File: src/rtl/axi4_lite_ctrl_regs.sv
// AXI4-Lite control/status register slave for the MLDSA core (CTRL, STATUS, CFG[i]).
// Defining MLDSA_CTRL_IRQ_EN adds the irq output and CTRL.IRQ_ENABLE (bit1).
module axi4_lite_ctrl_regs #(
  parameter int ADDR_W  = 12,
  parameter int MODE_W  = 2,
  parameter int NUM_CFG = 4
) (
  input  logic                  clk,
  input  logic                  resetn,
  input  logic [ADDR_W-1:0]     AWADDR,
  input  logic                  AWVALID,
  output logic                  AWREADY,
  input  logic [31:0]           WDATA,
  input  logic [3:0]            WSTRB,
  input  logic                  WVALID,
  output logic                  WREADY,
  output logic [1:0]            BRESP,
  output logic                  BVALID,
  input  logic                  BREADY,
  input  logic [ADDR_W-1:0]     ARADDR,
  input  logic                  ARVALID,
  output logic                  ARREADY,
  output logic [31:0]           RDATA,
  output logic [1:0]            RRESP,
  output logic                  RVALID,
  input  logic                  RREADY,
  output logic [MODE_W-1:0]     main_mode,
  output logic [32*NUM_CFG-1:0] cfg_flat,
  output logic                  start_pulse,
`ifdef MLDSA_CTRL_IRQ_EN
  output logic                  irq,
`endif
  input  logic                  done,
  output logic                  busy
);
  localparam int WA_W = ADDR_W - 2;
  localparam logic [1:0] RESP_OKAY   = 2'b00;
  localparam logic [1:0] RESP_SLVERR = 2'b10;

  logic            aw_held_q, aw_held_d, w_held_q, w_held_d;
  logic [WA_W-1:0] awaddr_q, awaddr_d;
  logic [31:0]     wdata_q, wdata_d;
  logic [3:0]      wstrb_q, wstrb_d;
  logic            bvalid_q, bvalid_d, rvalid_q, rvalid_d;
  logic [1:0]      bresp_q, bresp_d, rresp_q, rresp_d;
  logic [31:0]     rdata_q, rdata_d;
  logic [MODE_W-1:0] mode_q, mode_d;
  logic [31:0]     cfg_q [NUM_CFG];
  logic [31:0]     cfg_d [NUM_CFG];
  logic            busy_q, busy_d, start_q, start_d;
  logic            done_st_q, done_st_d, start_err_q, start_err_d;
`ifdef MLDSA_CTRL_IRQ_EN
  logic            irq_en_q, irq_en_d, irq_q, irq_d;
`endif

  logic [31:0] ctrl_rd, status_rd, rd_val;
  logic        rd_hit, commit, wr_ctrl, wr_stat;
  logic [NUM_CFG-1:0] wr_cfg;
  logic        set_done, set_err, clr_done, clr_err;

  logic unused_addr_lsbs;
  assign unused_addr_lsbs = ^{AWADDR[1:0], ARADDR[1:0]};

  function automatic logic [31:0] merge_bytes(input logic [31:0] old_v,
                                              input logic [31:0] new_v,
                                              input logic [3:0]  strb);
    logic [31:0] r;
    r = old_v;
    for (int unsigned b = 0; b < 4; b++) begin
      if (strb[b]) r[8*b +: 8] = new_v[8*b +: 8];
    end
    return r;
  endfunction

  always_comb begin
    ctrl_rd = '0;
    ctrl_rd[8 +: MODE_W] = mode_q;
`ifdef MLDSA_CTRL_IRQ_EN
    ctrl_rd[1] = irq_en_q;
`endif
    status_rd = {29'd0, start_err_q, done_st_q, busy_q};

    rd_val = '0;
    rd_hit = 1'b0;
    if (ARADDR[ADDR_W-1:2] == WA_W'(0)) begin
      rd_val = ctrl_rd;
      rd_hit = 1'b1;
    end else if (ARADDR[ADDR_W-1:2] == WA_W'(1)) begin
      rd_val = status_rd;
      rd_hit = 1'b1;
    end
    for (int unsigned i = 0; i < NUM_CFG; i++) begin
      if (ARADDR[ADDR_W-1:2] == WA_W'(4 + i)) begin
        rd_val = cfg_q[i];
        rd_hit = 1'b1;
      end
    end

    wr_ctrl = (awaddr_q == WA_W'(0));
    wr_stat = (awaddr_q == WA_W'(1));
    for (int unsigned i = 0; i < NUM_CFG; i++) wr_cfg[i] = (awaddr_q == WA_W'(4 + i));
  end

  always_comb begin
    aw_held_d = aw_held_q;  awaddr_d = awaddr_q;
    w_held_d  = w_held_q;   wdata_d  = wdata_q;   wstrb_d = wstrb_q;
    bvalid_d  = bvalid_q;   bresp_d  = bresp_q;
    rvalid_d  = rvalid_q;   rdata_d  = rdata_q;   rresp_d = rresp_q;
    mode_d    = mode_q;     cfg_d    = cfg_q;
    busy_d    = busy_q;     start_d  = 1'b0;
`ifdef MLDSA_CTRL_IRQ_EN
    irq_en_d  = irq_en_q;
`endif
    set_done = 1'b0; set_err = 1'b0; clr_done = 1'b0; clr_err = 1'b0;
    commit = aw_held_q & w_held_q & ~bvalid_q;

    if (AWVALID && !aw_held_q) begin
      aw_held_d = 1'b1;
      awaddr_d  = AWADDR[ADDR_W-1:2];
    end
    if (WVALID && !w_held_q) begin
      w_held_d = 1'b1;
      wdata_d  = WDATA;
      wstrb_d  = WSTRB;
    end
    if (bvalid_q && BREADY) bvalid_d = 1'b0;

    if (commit) begin
      aw_held_d = 1'b0;
      w_held_d  = 1'b0;
      bvalid_d  = 1'b1;
      bresp_d   = (wr_ctrl || wr_stat || (|wr_cfg)) ? RESP_OKAY : RESP_SLVERR;
      if (wr_ctrl) begin
        // MODE is assumed to fit in byte lane 1 (MODE_W <= 8)
        if (wstrb_q[1]) mode_d = wdata_q[8 +: MODE_W];
`ifdef MLDSA_CTRL_IRQ_EN
        if (wstrb_q[0]) irq_en_d = wdata_q[1];
`endif
        if (wstrb_q[0] && wdata_q[0]) begin
          if (busy_q) set_err = 1'b1;
          else begin
            start_d = 1'b1;
            busy_d  = 1'b1;
          end
        end
      end
      if (wr_stat && wstrb_q[0]) begin
        clr_done = wdata_q[1];
        clr_err  = wdata_q[2];
      end
      for (int unsigned i = 0; i < NUM_CFG; i++) begin
        if (wr_cfg[i]) cfg_d[i] = merge_bytes(cfg_q[i], wdata_q, wstrb_q);
      end
    end

    if (busy_q && done) begin
      busy_d   = 1'b0;
      set_done = 1'b1;
    end
    done_st_d   = set_done | (done_st_q & ~clr_done);
    start_err_d = set_err | (start_err_q & ~clr_err);

    if (ARVALID && !rvalid_q) begin
      rvalid_d = 1'b1;
      rdata_d  = rd_val;
      rresp_d  = rd_hit ? RESP_OKAY : RESP_SLVERR;
    end else if (rvalid_q && RREADY) begin
      rvalid_d = 1'b0;
    end
`ifdef MLDSA_CTRL_IRQ_EN
    // next-state terms so irq drops the cycle after a W1C commit
    irq_d = irq_en_d & (done_st_d | start_err_d);
`endif
  end

  always_ff @(posedge clk or negedge resetn) begin
    if (!resetn) begin
      aw_held_q <= 1'b0;  awaddr_q <= '0;
      w_held_q  <= 1'b0;  wdata_q  <= '0;  wstrb_q <= '0;
      bvalid_q  <= 1'b0;  bresp_q  <= '0;
      rvalid_q  <= 1'b0;  rdata_q  <= '0;  rresp_q <= '0;
      mode_q    <= '0;
      for (int unsigned i = 0; i < NUM_CFG; i++) cfg_q[i] <= '0;
      busy_q    <= 1'b0;  start_q  <= 1'b0;
      done_st_q <= 1'b0;  start_err_q <= 1'b0;
`ifdef MLDSA_CTRL_IRQ_EN
      irq_en_q  <= 1'b0;  irq_q    <= 1'b0;
`endif
    end else begin
      aw_held_q <= aw_held_d;  awaddr_q <= awaddr_d;
      w_held_q  <= w_held_d;   wdata_q  <= wdata_d;  wstrb_q <= wstrb_d;
      bvalid_q  <= bvalid_d;   bresp_q  <= bresp_d;
      rvalid_q  <= rvalid_d;   rdata_q  <= rdata_d;  rresp_q <= rresp_d;
      mode_q    <= mode_d;
      cfg_q     <= cfg_d;
      busy_q    <= busy_d;     start_q  <= start_d;
      done_st_q <= done_st_d;  start_err_q <= start_err_d;
`ifdef MLDSA_CTRL_IRQ_EN
      irq_en_q  <= irq_en_d;   irq_q    <= irq_d;
`endif
    end
  end

  assign AWREADY     = ~aw_held_q;
  assign WREADY      = ~w_held_q;
  assign BVALID      = bvalid_q;
  assign BRESP       = bresp_q;
  assign ARREADY     = ~rvalid_q;
  assign RVALID      = rvalid_q;
  assign RDATA       = rdata_q;
  assign RRESP       = rresp_q;
  assign main_mode   = mode_q;
  assign start_pulse = start_q;
  assign busy        = busy_q;
`ifdef MLDSA_CTRL_IRQ_EN
  assign irq         = irq_q;
`endif

  always_comb begin
    for (int unsigned i = 0; i < NUM_CFG; i++) cfg_flat[32*i +: 32] = cfg_q[i];
  end
endmodule

File: config.mk
export PLATFORM = sky130hd
export DESIGN_NAME = axi4_lite_ctrl_regs
export DESIGN_NICKNAME = d
export VERILOG_FILES = /design/src/rtl/axi4_lite_ctrl_regs.sv
export SDC_FILE = /design/constraint.sdc
export NUM_CORES = 1
export LEC_CHECK = 0
export ABC_CLOCK_PERIOD_IN_PS = 6300
export BUFFER_PORTS_ARGS = -buffer_cell sky130_fd_sc_hd__buf_2
export CORE_ASPECT_RATIO = 0.5
export CORE_UTILIZATION = 45
export DETAILED_ROUTE_END_ITERATION = 10
export PLACE_DENSITY_LB_ADDON = 0.05
export RECOVER_POWER = 25
export SYNTH_ARGS = -nofsm -noshare
export SYNTH_HDL_FRONTEND = slang
export SYNTH_SLANG_ARGS = --single-unit
File: constraint.sdc
create_clock -name clk -period 6.3 [get_ports clk]
set_input_delay 1.26 -clock clk [delete_from_list [all_inputs] [get_ports clk]]
set_output_delay 1.26 -clock clk [all_outputs]
set_load 0.02 [all_outputs]
After elaboration in Yosys (flattened, before gate mapping)
Cells that the tools add are included.
{ "totals": {"elab_cells": 133, "out_inout_bits": 173, "in_bits": 68, "register_bits": 220} }
{ "op_classes": {"n_eq_ne": 10, "n_mux": 39, "bitwise": 12, "n_reduce_logical": 41} }
{ "op_table": {"columns": ["operator", "n"], "rows": [
  ["2-to-1 mux 32 bit", 5],
  ["== test 10 x 3 -> 1 bit (second input constant)", 8],
  ["AND reduction 3 bit", 18],
  ["2-to-1 mux 1 bit", 31],
  ["== test 10 x 1 -> 1 bit (second input constant)", 2],
  ["zero test 10 bit", 2],
  ["nonzero test 2 bit", 7],
  ["logical AND 1 bit", 8],
  ["inverter 1 bit", 6],
  ["AND 1 bit", 4],
  ["2-to-1 mux 2 bit", 2],
  ["OR reduction 4 bit", 1],
  ["zero test 1 bit", 3],
  ["2-to-1 mux 3 bit", 1],
  ["logical OR 1 bit", 2],
  ["OR 1 bit", 2]
]} }

Depth between registers and ports, before layout
Gate-level depths: netlist of run 1.
{ "depth": {"word_depth": 8, "depth_mapped": 6, "ltp_nobuf": 4} }

Worst setup path after synthesis of run 1
OpenSTA, ideal clock, no wires.
{ "synth_path": {"kind": "input port to flip-flop", "startpoint": "in ARADDR[8]", "endpoint": "reg rdata_q[10] (netlist: RDATA[10])", "n_path_buf": 2, "arrival_ns": 2.864, "slack_ns": 3.341, "t_required_ns": 6.205, "setup_time_ns": 0.095, "cell_stages": 5, "path_cell_list": "or4_1 or4_1 clkbuf_1 clkbuf_1 o31ai_1"} }
{ "synth_via": {"elab_chain_len": 5, "elab_cells_between_ends": 8, "cone_classes": "eq/ne (4); mux (4)"} }
{ "synth_rtl": {"columns": ["element", "line_no", "text"], "rows": [
  ["start: declaration", "20", "input logic [ADDR_W-1:0] ARADDR,"],
  ["== test 10 x 3 -> 1 bit", "93", "if (ARADDR[ADDR_W-1:2] == WA_W'(4 + i)) begin"],
  ["2-to-1 mux 32 bit (3 in a row)", "93", null],
  ["2-to-1 mux 32 bit (*)", "93", null],
  ["end signal: assignment", "193", "rvalid_q <= rvalid_d; rdata_q <= rdata_d; rresp_q <= rresp_d;"],
  ["end: declaration", "46", "logic [31:0] rdata_q, rdata_d;"]
]} }
Mark *: on every way between the ends. The rest lies on a longest branch, timed or not.
A chain may end at the register's enable or synchronous reset.

==> flow_summary.yaml, run 1 <==
run_status:
  status: "complete, but fails checks"
  violations: "max-capacitance violations, max-slew violations"
cts:
  post-cts-setup-buffer-count: 0
  clk_latency_ns: 0.51
  path_clk_slew_ns: 0.06
  clock_sinks: 218
  htree_levels: 1
  ctsResizeCount: 0
  numCtsBuffers: 21
  ctsHoldBuffers: 0
  cts_tree: "done"
  clk_path_buf_depth: 3
  clockRootBuffer: "clkbuf_16"
synthesis:
  synth.most_common_cell: "dfrtp_1"
  synth_top_cells_by_area: "dfrtp_1 58%, mux2_2 23%, o31ai_1 1.9%, nand2_1 1.6%, o22ai_1 1.6%"
  synth_top_area_cell: "dfrtp_1"
  synth_area_um2: 9370
  yosysWarnings: 0
  synth.top_cell.area_share_pct: 58.2
  syn_inst: 694
  synth_cell_types: 44
  synth_edf_count: 0
  syn_area_per_cell_um2: 13.5
  ys_seq_elements: 218
  async_flop_share_pct: 100
  synthFlopType: "dfrtp_1"
  ys_seq_area_share_pct: 58.2
  synth_common_cells: "218 x dfrtp_1, 191 x mux2_2, 40 x nand2_1"
sta:
  fin_hold_ws_ns: 0.471
  fin_crit_sh_pct: 61.2
  rsz0062_at_grt: "no"
  fmax_mhz: 259
  hold_viol: 0
  finalSetupViolCount: 0
  slew_headroom_pct: -104
  slew_viol_final: 162
  setup_ws_ns: 2.45
  max_slew.worst_pin.slew_ns: 3.06
  skew_ns: 0.00970
  period_needed_ns: 3.85
  setup-tns-final_ns: 0
drt:
  antenna_left: 0
  remaining_drc_errors: 0
  totalWireLength_mm: 25.7
  vias: 6605
  first_pass_iters: 4
  detail_route.vias_per_cell: 5.50
  drt_iter0_drc: 377
  wl_per_cell_um: 21.4
grt:
  grt_pass1_vias: 6468
  grt_max_degree: 121
  grt_pass1_wl_mm: 39.4
  antenna_found_initial: 4
  gr-total-overflow: 0
  track_usage_pct: 24.4
critical_path:
  crit_buf_inv: 2
  cp_top_family: "buffers and inverters"
  r2r_slack_ns: 3.43
  cpMaxStageDelayCell: "clkbuf_2"
  r2r_cells: 3
  r2r_start: "RVALID"
  crit_path_end_kind: "asynchronous set/reset pin"
  start_kind: "primary input"
  cpPeakStageDelay_ns: 2.06
  path_cells: "clkbuf_2 > buf_4"
  crit_fanout: 120
  setup.worst_path.start: "resetn"
  arrival_ns: 4.41
  crit_type: "primary input to asynchronous set/reset pin"
  rr_endpoint: "RDATA[8]"
  critical_path_required_ns: 6.85
place:
  pre_cts_ws_ns: 2.65
  hpwl_mm: 17.1
  numPortBuffers: 234
  gp_congestion: 0.775
  placed_area_um2: 10800
power:
  p_leak_nw: 6.08
  p_seq_share_pct: 49.2
  vdd_ir_drop_max_mv: 0.166
  power.switching_mw: 1.11
  switching_share_pct: 29.8
  pwr-share-comb_pct: 16.5
  total_power_mw: 3.74
  power_density_nw_per_um2: 326
  p_clk_share_pct: 34.2
  p_int_mw: 2.63
final_layout:
  seq_area_um2: 5460
  final_cell_area_um2: 11500
  nFillCells: 1726
  area_growth_pct: 22.4
  multi_input_area_um2: 3740
  drive_gt1_share_pct: 52.9
  fin_nets: 990
floorplanning:
  ios: 241
  fp.dieH_um: 104
  initial_core_util_pct: 47.1
  die-area_um2: 21400
  rows: 36
  core_um2: 19900
  die_w_um: 206
min_path:
  hp-start: "RDATA[29]"
  hold_class: "flip-flop to flip-flop"
  holdPathEnd: "RDATA[29]"
  holdPathStages: 2
job:
  maxCapViolations: 2
-- routing by layer --
metal	track usage, %	vias up	part of all wire [%]
met5	0	-	0.10
met4	3.68	4	0.91
met3	6.45	27	6.6
met2	35.9	173	45
met1	36.7	3411	48
li1	-	2990	-
-- power by group through the flow --
stage / registers (mW) / clock network (mW) / logic [mW]
finish: 1.84 / 1.28 / 0.619
global route: 1.88 / 1.37 / 0.672
detailed placement: 1.87 / 0 / 0.629
floorplan: 1.84 / 0 / 0.402
global placement: 1.86 / 0 / 0.615
CTS: 1.84 / 1.31 / 0.631
-- through the flow --
stage,instances,util [%]
final,1202,57.6
after global routing,1201,57.6
after CTS,1201,57.7
after global placement,1165,54.3
after floorplan,695,-
after detailed placement,1165,54.3
-- cells in the final DEF (no fill, tap or decap), types with 5 or more instances in the layout --
cell | Yosys | layout
o22ai_1 | 24 | 24
nor3_1 | 15 | 15
clkbuf_1 | 31 | 5
nand3b_1 | 5 | 5
buf_2 | 0 | 231
inv_1 | 7 | 7
clkbuf_8 | 0 | 8
nand3_1 | 6 | 6
nand3_2 | 6 | 6
nand2_1 | 40 | 40
nor3_4 | 8 | 8
dfrtp_1 | 218 | 218
clkbuf_16 | 0 | 21
buf_4 | 2 | 6
o21ai_0 | 13 | 13
mux2_2 | 191 | 191
o31ai_1 | 24 | 24
nor2_1 | 30 | 30
mux2_4 | 8 | 8
-- cells by family after synthesis --
| kind of cell | Yosys count | synth area share [%] |
|---|---|---|
| other cells | 1 | 0.0400 |
| flops | 218 | 58.2 |
| simple gates | 147 | 9.30 |
| compound gates | 83 | 6.09 |
| mux | 201 | 24.4 |
| buf+inv | 44 | 1.92 |
-- final cells by class --
class / instances / share of cell area [%]
Timing Repair Buffer: 241 / 10.6
Clock buffer: 31 / 5.61
Antenna cell: 1 / 0.0218
Tap cell: 266 / 2.90
Clock inverter: 5 / 0.436
Inverter: 7 / 0.229
Sequential cell: 218 / 47.6
Multi-Input combinational cell: 433 / 32.6
-- flip-flops by register name, indices dropped and copies added, names as in the netlist, 2 cells and up --
name and flops:
cfg_flat 128, RDATA 32, wdata_q 32, awaddr_q 10
wstrb_q 4, main_mode 2
-- worst max path at each step --
stage                               to  slack (ns)  depth (start not counted)
after floorplan              RDATA[10]        3.34                          5
after global placement       RDATA[31]        2.70                          6
after detailed placement     RDATA[31]        2.65                          6
after CTS                    RDATA[31]        3.17                          6
after global routing      cfg_flat[37]        1.89                          2
final                      cfg_flat[6]        2.45                          2
-- worst min-delay path, stage by stage (launching register included) --
cell     delay, ns
dfrtp_1       0.34
nand2_1       0.05
o31ai_1       0.05
Note: power is estimated with default switching activity, not from simulation.
==> inputs of run 2 (changes only) <==
Settings changed: ABC_AREA set to 1, ABC_CLOCK_PERIOD_IN_PS 6300 to 3800.
Clock period 6.3 ns to 3.8 ns, I/O delays scaled along.
==> run 2 against run 1 <==
Net effect: the run now ends clean; flip-flop and latch count unchanged; global-route usage up 1.3 points; count of clock-buffer cells in the layout down 4; hold slack worse by 0.15 ns; sequential power up 50%; synthesized area down 0.69%; core utilization about the same; design area down 0.15%; via count up 22%; largest power group unchanged; highest routed layer unchanged.
==> flow_summary.yaml, run 2 <==
run_status:
  status: "finished, final reports clean"
sta:
  rsz0062_at_grt: "no"
  skew_ns: 0.0187
  fmax_mhz: 441
  setup-tns-final_ns: 0
  period_needed_ns: 2.27
  fin_crit_sh_pct: 59.6
  slew_headroom_pct: 29.4
  finalSetupViolCount: 0
  fin_hold_ws_ns: 0.320
  setup_ws_ns: 1.53
  hold_viol: 0
  max_slew.worst_pin.slew_ns: 1.06
  slew_viol_final: 0
drt:
  antenna_left: 0
  vias: 8083
  totalWireLength_mm: 27.3
  first_pass_iters: 5
  wl_per_cell_um: 17.6
  remaining_drc_errors: 0
  detail_route.vias_per_cell: 5.22
  drt_iter0_drc: 646
place:
  hpwl_mm: 18.1
  placed_area_um2: 10700
  pre_cts_ws_ns: 1.03
  numPortBuffers: 234
  gp_congestion: 0.830
synthesis:
  ys_seq_elements: 218
  synth_top_cells_by_area: "dfrtp_1 59%, nand2_1 9.4%, a21oi_1 5.6%, nor2_1 5.6%, nand3_1 5.5%"
  synthFlopType: "dfrtp_1"
  synth.top_cell.area_share_pct: 58.6
  synth_top_area_cell: "dfrtp_1"
  async_flop_share_pct: 100
  syn_area_per_cell_um2: 8.84
  synth_cell_types: 30
  syn_inst: 1053
  ys_seq_area_share_pct: 58.6
  synth_common_cells: "233 x nand2_1, 218 x dfrtp_1, 139 x nor2_1"
  yosysWarnings: 0
  synth_edf_count: 0
  synth_area_um2: 9310
  synth.most_common_cell: "nand2_1"
cts:
  htree_levels: 1
  clockRootBuffer: "clkbuf_16"
  cts_tree: "done"
  ctsResizeCount: 0
  path_clk_slew_ns: 0.07
  numCtsBuffers: 21
  clk_path_buf_depth: 3
  clk_latency_ns: 0.51
  post-cts-setup-buffer-count: 0
  clock_sinks: 218
  ctsHoldBuffers: 0
floorplanning:
  fp.dieH_um: 104
  initial_core_util_pct: 46.9
  die_w_um: 205
  ios: 241
  rows: 36
  die-area_um2: 21300
  core_um2: 19900
critical_path:
  crit_fanout: 16
  critical_path_required_ns: 4.17
  crit_type: "flip-flop to flip-flop"
  arrival_ns: 2.63
  cpPeakStageDelay_ns: 0.79
  cpMaxStageDelayCell: "clkbuf_1"
  start_kind: "flip-flop"
  path_cells: "nand3_1 > clkbuf_1 > nor2_1 > nand2_1 > o21ai_0"
  crit_path_end_kind: "flip-flop"
final_layout:
  final_cell_area_um2: 11500
  antennaDiodeCount: 0
  largest_register_ffs: 128
  most-common-layout-cells: "233 x buf_2, 231 x nand2_1, 218 x dfrtp_1, 135 x nor2_1, 105 x a21oi_1"
  area_growth_pct: 23.1
  final_common_cell: "buf_2"
  drive_gt1_share_pct: 24.1
  fin_nets: 1337
job:
  maxCapViolations: 0
grt:
  grt_pass1_vias: 7574
  grt_pass1_wl_mm: 42.5
  grt_max_degree: 116
  antenna_found_initial: 1
  gr-total-overflow: 0
  track_usage_pct: 25.8
power:
  p_leak_nw: 6.18
  vdd_ir_drop_max_mv: 0.306
  power_density_nw_per_um2: 540
min_path:
  hold_class: "primary input to asynchronous set/reset pin"
[run 2: kinds of logic (layout without fill, tap and decap cells)]
kind of cell	count (synthesis)	count (layout)	share of synthesized area (%)
other	1	2	0.0403
AO/OA/AOI/OAI	189	189	10.4
AND/OR/NAND/NOR	523	523	24.9
buffers and inverters	117	346	5.47
flip-flops	218	218	58.6
multiplexers	5	5	0.591
[run 2: area by class of cell]
type | instances | area [µm²]
Tap cell | 266 | 333
Clock inverter | 10 | 163
Fill cell | 1881 | 8410
Inverter | 63 | 236
Multi-Input combinational cell | 719 | 3390
Sequential cell | 218 | 5460
Timing Repair Buffer | 246 | 1310
Clock buffer | 27 | 568
[run 2: final timing paths]
| check | from | end | slack [ns] | depth (start not counted) |
|---|---|---|---|---|
| setup / recovery | w_held_q | cfg_flat[42] | 1.53 | 5 |
| min in group clk | RREADY | RVALID | 0.44 | 2 |
| hold / removal | resetn | cfg_flat[38] | 0.32 | 1 |
| setup reg to reg | w_held_q | cfg_flat[42] | 1.53 | 5 |
| max in group asynchronous | resetn | cfg_flat[55] | 2.55 | 2 |
| hold reg to reg | RDATA[12] | RDATA[12] | 0.47 | 2 |
[run 2: power breakdown]
group | internal [mW] | switching [mW] | total [mW]
clock network | 1.34 | 0.931 | 2.27
logic | 0.307 | 0.856 | 1.16
registers | 2.63 | 0.132 | 2.76
total | 4.27 | 1.92 | 6.19
[run 2: critical path, delay by kind of cell (launching register included)]
kind	cells	cell delay [ns]
buffers and inverters	1	0.79
AND/OR/NAND/NOR	3	0.77
flip-flops	1	0.38
AO/OA/AOI/OAI	1	0.17
[run 2: metrics by stage]
| step | instances | util (%) | total power [mW] |
|---|---|---|---|
| 4_1_cts | 1549 | 57.7 | 6.25 |
| 3_3_place_gp | 1512 | 54.0 | 3.94 |
| 3_5_place_dp | 1512 | 54.0 | 3.98 |
| 6_report | 1549 | 57.7 | 6.19 |
| 5_1_grt | 1549 | 57.7 | 6.50 |
| 2_1_floorplan | 1054 | - | 3.57 |
[run 2: layer usage]
metal	up-vias	global-route usage, %	wire (µm)
met1	3875	37.6	12700
met2	266	39.2	12200
li1	3907	-	-
met5	-	0	13
met3	33	6.01	1970
met4	2	5.34	398
